$ cat config.mk
export PLATFORM = sky130hd
export DESIGN_NAME = stopwatch_ctrl
export DESIGN_NICKNAME = d
export VERILOG_FILES = /design/src/rtl/stopwatch_pkg.sv /design/src/rtl/stopwatch_ctrl_sw_edge.sv /design/src/rtl/stopwatch_ctrl.sv
export SDC_FILE = /design/constraint.sdc
export NUM_CORES = 1
export LEC_CHECK = 0
export ABC_AREA = 1
export CORE_ASPECT_RATIO = 1.2
export CORE_MARGIN = 2
export CORE_UTILIZATION = 39
export CTS_CLUSTER_SIZE = 10
export DETAILED_ROUTE_END_ITERATION = 12
export GPL_ROUTABILITY_DRIVEN = 1
export HOLD_SLACK_MARGIN = 0.05
export MAX_ROUTING_LAYER = met4
export PLACE_DENSITY = 0.73
export SLEW_MARGIN = 20
export SYNTH_ARGS = -nofsm -noshare
export SYNTH_HDL_FRONTEND = slang
export SYNTH_SLANG_ARGS = --single-unit
$ cat constraint.sdc
create_clock -name clk -period 2.1 [get_ports clk]
set_input_delay 0.315 -clock clk [delete_from_list [all_inputs] [get_ports clk]]
set_output_delay 0.315 -clock clk [all_outputs]
set_load 0.1 [all_outputs]
$ cat src/rtl/stopwatch_pkg.sv
// Shared types and constants for the stopwatch sequencer.
package stopwatch_pkg;

  typedef enum logic [1:0] {
    SW_IDLE  = 2'd0,
    SW_RUN   = 2'd1,
    SW_LAP   = 2'd2,
    SW_PAUSE = 2'd3
  } sw_state_t;

  localparam logic [15:0] BCD_MAX = 16'h9999;
  localparam int TICK_DIV_DEFAULT = 500000;

endpackage

$ cat src/rtl/stopwatch_ctrl_sw_edge.sv
// Rising-edge detector for an already-conditioned button level.
module sw_edge
  import stopwatch_pkg::*;
(
  input  logic clk,
  input  logic reset_n,
  input  logic in,
  output logic press
);

  logic in_q;

  always_ff @(posedge clk or negedge reset_n) begin
    if (!reset_n) in_q <= 1'b0;
    else          in_q <= in;
  end

  assign press = in & ~in_q;

endmodule

$ cat src/rtl/stopwatch_ctrl.sv
// Stopwatch sequencer: button FSM, count prescaler, lap freeze for the BCD chain.
// Optional build macro STOPWATCH_SATURATE_EN: stop at 99.99 instead of wrapping.
module stopwatch_ctrl
  import stopwatch_pkg::*;
#(
  parameter int TICK_DIV = TICK_DIV_DEFAULT
) (
  input  logic        clk,
  input  logic        reset_n,
  input  logic        btn_ss,
  input  logic        btn_lap,
  input  logic [15:0] digits_in,
  output logic        adv,
  output logic        stp,
  output logic        clr,
  output logic [15:0] disp,
  output sw_state_t   state
);

  localparam int PW = $clog2(TICK_DIV);
  localparam logic [PW-1:0] PRESC_MAX = PW'(TICK_DIV - 1);

  logic          press_ss, press_ss_raw, press_lap, press_lap_raw;
  logic [PW-1:0] presc;
  logic [15:0]   lap_q;
  sw_state_t     state_nxt;
  logic          running, tick, adv_nxt, clr_nxt, cap;

  sw_edge u_edge_ss  (.clk(clk), .reset_n(reset_n), .in(btn_ss),  .press(press_ss_raw));
  sw_edge u_edge_lap (.clk(clk), .reset_n(reset_n), .in(btn_lap), .press(press_lap_raw));

  // Start/stop wins a same-cycle collision; the lap press is dropped.
  assign press_ss  = press_ss_raw;
  assign press_lap = press_lap_raw & ~press_ss_raw;

  assign running = (state == SW_RUN) || (state == SW_LAP);

  always_comb begin
    state_nxt = state;
    clr_nxt   = 1'b0;
    cap       = 1'b0;
    tick      = running && (presc == PRESC_MAX);
    adv_nxt   = tick;
    case (state)
      SW_IDLE: begin
        if (press_ss)       state_nxt = SW_RUN;
        else if (press_lap) clr_nxt   = 1'b1;
      end
      SW_RUN: begin
        if (press_ss) state_nxt = SW_PAUSE;
        else if (press_lap) begin
          state_nxt = SW_LAP;
          cap       = 1'b1;
        end
      end
      SW_LAP: begin
        if (press_ss)       state_nxt = SW_PAUSE;
        else if (press_lap) state_nxt = SW_RUN;
      end
      SW_PAUSE: begin
        if (press_ss) state_nxt = SW_RUN;
        else if (press_lap) begin
          state_nxt = SW_IDLE;
          clr_nxt   = 1'b1;
        end
      end
    endcase
`ifdef STOPWATCH_SATURATE_EN
    // Reaching 99.99 swallows the step that would wrap the chain and pauses.
    if (tick && (digits_in == BCD_MAX)) begin
      adv_nxt   = 1'b0;
      state_nxt = SW_PAUSE;
      cap       = 1'b0;
    end
`endif
  end

  always_ff @(posedge clk or negedge reset_n) begin
    if (!reset_n) begin
      state <= SW_IDLE;
      presc <= '0;
      lap_q <= '0;
      adv   <= 1'b0;
      clr   <= 1'b0;
    end else begin
      state <= state_nxt;
      adv   <= adv_nxt;
      clr   <= clr_nxt;
      if (cap) lap_q <= digits_in;
      // Prescaler holds in pause so the sub-tick phase survives a stop/start.
      if (clr_nxt)      presc <= '0;
      else if (running) presc <= tick ? '0 : presc + PW'(1);
    end
  end

  assign stp  = (state == SW_IDLE) || (state == SW_PAUSE);
  assign disp = (state == SW_LAP) ? lap_q : digits_in;

endmodule

==> results by group <==
Status
  • Outcome: finished, final reports clean

Min path
  • Worst min path class: input pin to flip-flop

Logic synthesis
  • Synthesized cell area: 2434 µm²
  • Syn Area/Cell: between 7 and 8 µm²
  • Yosys synthesis warning count: 0
  • Flops & latches, synth: just over 40
  • Post-Syn Instances: between 300 and 400
  • Unique cell type count in the Yosys netlist: 24
  • Seq/Total Area, Yosys: between 40% and 50%
  • Net Count, Synth: about 370

Placement
  • Pre-CTS WS: approximately 0.26 ns
  • HPWL after detailed placement: 4249 µm
  • Number of buffers added on ports: 40
  • Final GP Congestion: slightly below 0.9

Pwr
  • Total power: around 0.0056 W
  • Leakage: 1.560 nW
  • Max VDD drop: between 0.0008 and 0.0009 V
  • P per Cell Area: around 1600 nW/µm²

Floorplan
  • Std-Cell Rows: 31
  • Core Footprint: slightly above 6000 µm²
  • Starting Density: ~40%
  • Die width: between 70 and 80 µm
  • Die ar.: about 6900 µm²
  • IO Pins: 41
  • Die Ht: between 90 and 100 µm

Timing
  • Clock Skew: about 0.01 ns
  • RSZ-0062 raised after global routing: false
  • Final Max Slew Viols: 0
  • Fmax: just under 500 MHz
  • Minimum clock period: between 2 and 2.5 ns
  • Final setup TNS: 0 ns
  • Final hold vios: 0
  • Finish-stage setup viols: 0
  • Slew headroom: 68.39%
  • Worst Max-Slew Pin Slew: roughly 0.47 ns
  • Tcrit/Tclk final: about 96%
  • Final worst slack: ~0.084 ns

Detailed routing
  • DRT Pass-1 Iters: 4
  • 1st-iter DRT viols: about 130
  • Routed len/inst: around 12 µm
  • Via count of the routed design: roughly 2200
  • Drt via density: around 4.7
  • Total Routed Length: roughly 5600 µm
  • Post-route DRC: 0
  • Final antenna-violating net count: 0

Layout
  • Final core occ: a little under three fifths
  • Syn-to-layout area delta: 42.67%
  • Most frequent cells in the layout: 101 x nand2_1, 46 x inv_1, 39 x dfrtp_1
  • Layout cells sized above 1: ~22%
  • Final nets: just over 400
  • Antenna diodes: 0
  • Most common cell after layout, fill and taps aside: nand2_1

Global routing
  • GRT Util Overall: approximately 18%
  • Global-route wire length before repair: around 9700 µm
  • Largest net degree at the start of global routing: 33
  • Initial antenna violation count: 0
  • Vias in the first global route: roughly 2100
  • Total congestion overflow: 0

Setup path
  • Arrival time of the worst setup path: ~1.7 ns
  • WP data required: approximately 1.8 ns
  • Critical Setup Path Class: flip-flop to output port
  • Setup crit end kind: output port
  • Type of origin of the critical path: flip-flop
  • Worst-path maximum fanout: 13

CTS
  • CTS Root Cell: clkbuf_8
  • CTS H-tree depth: 2
  • Bufs on Longest Clock Path: 2
  • CTS tree: built
  • Clock transition at path regs: about 0.08 ns
  • CTS Sinks: 41
  • TritonCTS Buffers: 5
  • Clock Latency Late Sink: ~0.29 ns

Job
  • Max_cap viols: 0
[worst paths after layout]
path                                       from        endpoint  slack, ns  cells past startpoint
max in group asynchronous               reset_n       presc[14]       0.94                      3
worst min-delay path                     btn_ss  u_edge_ss.in_q       0.48                      1
worst max-delay path                   state[0]        disp[14]       0.08                      7
worst min register to register  u_edge_lap.in_q             clr       0.53                      3
min in group asynchronous               reset_n        lap_q[3]       0.50                      2
worst max register to register         state[0]       presc[16]       0.39                     12
[sequential cells by signal, summed over array words and instances (netlist names)]
register / flops
adv: 1
clr: 1
lap_q: 16
presc: 19
state: 2
u_edge_lap.in_q: 1
u_edge_ss.in_q: 1
[cell usage after synthesis]
library cell | instances | share of area [%]
o22ai_1 | 6 | 1.5
clkbuf_1 | 4 | 0.62
nor3_1 | 2 | 0.41
dfrtp_1 | 41 | 42
o21ai_0 | 45 | 9.3
inv_1 | 50 | 7.7
nor2_4 | 2 | 0.93
nor2_1 | 26 | 4.0
nor4_1 | 2 | 0.51
xor2_1 | 5 | 1.8
buf_2 | 3 | 0.62
a21oi_1 | 1 | 0.21
nand2_2 | 5 | 1.3
ha_1 | 6 | 3.1
nand4_1 | 3 | 0.77
nand3_1 | 19 | 3.9
buf_4 | 3 | 0.93
nand3_2 | 1 | 0.41
inv_2 | 4 | 0.62
nor2_2 | 10 | 2.6
or2_1 | 1 | 0.26
nand2_4 | 1 | 0.46
o21ai_1 | 1 | 0.21
nand2_1 | 102 | 16
[critical path: stages, from the launching register on]
cell	delay (ns)
dfrtp_4	0.51
inv_6	0.07
ha_4	0.14
inv_6	0.06
buf_12	0.15
buf_4	0.14
o21ai_4	0.15
buf_12	0.19
[cell type report]
type                    instances  area, µm²
clock inverters                 3      17.52
clock buffers                   5      68.82
multi-input cells             238       1365
inverters                      54      221.5
well taps                      82      102.6
fillers                       533       2579
flip-flops and latches         41       1033
repair buffers                 49      663.1
[cell families (layout without fill, tap and decap cells)]
kind of cell / count (synthesis) / count (layout) / synth area share [%]
AO/OA/AOI/OAI: 53 / 53 / 11.21
XOR/XNOR: 5 / 5 / 1.799
adder cells (fa/ha/maj): 6 / 6 / 3.085
buffers and inverters: 64 / 111 / 10.49
flip-flops: 41 / 41 / 42.16
AND/OR/NAND/NOR: 174 / 174 / 31.26
[power breakdown]
group | switching, W | internal (W)
Combinational | 0.00239 | 0.00122
Clock | 0.000272 | 0.000229
Sequential | 0.000341 | 0.00115
[routing by layer]
layer / share of wire (%) / GRT usage, %
met4: 1.4 / 5.303
met1: 45 / 21.77
met3: 4.8 / 3.600
met2: 49 / 29.61
met5: 0 / -
[timing repair]
action / CTS / global route
setup endpoints to repair: 11 / 8
hold endpoints to repair: 20 / 0
gates cloned: 0 / 0
resized for setup: 3 / 2
hold buffers: 1 / 0
setup buffers: 2 / 0
pin swaps: 0 / 0
[metrics by stage]
stage | hold WS, ns | area [µm²] | instances
floorplan | 0.01941 | 2680 | 343
global route | 0.4697 | 3472 | 472
global placement | 0.3057 | 3341 | 461
finish | 0.4787 | 3472 | 472
CTS | 0.4669 | 3460 | 472
detailed placement | 0.3082 | 3341 | 461
No activity file was read; power rests on OpenSTA's default activity.
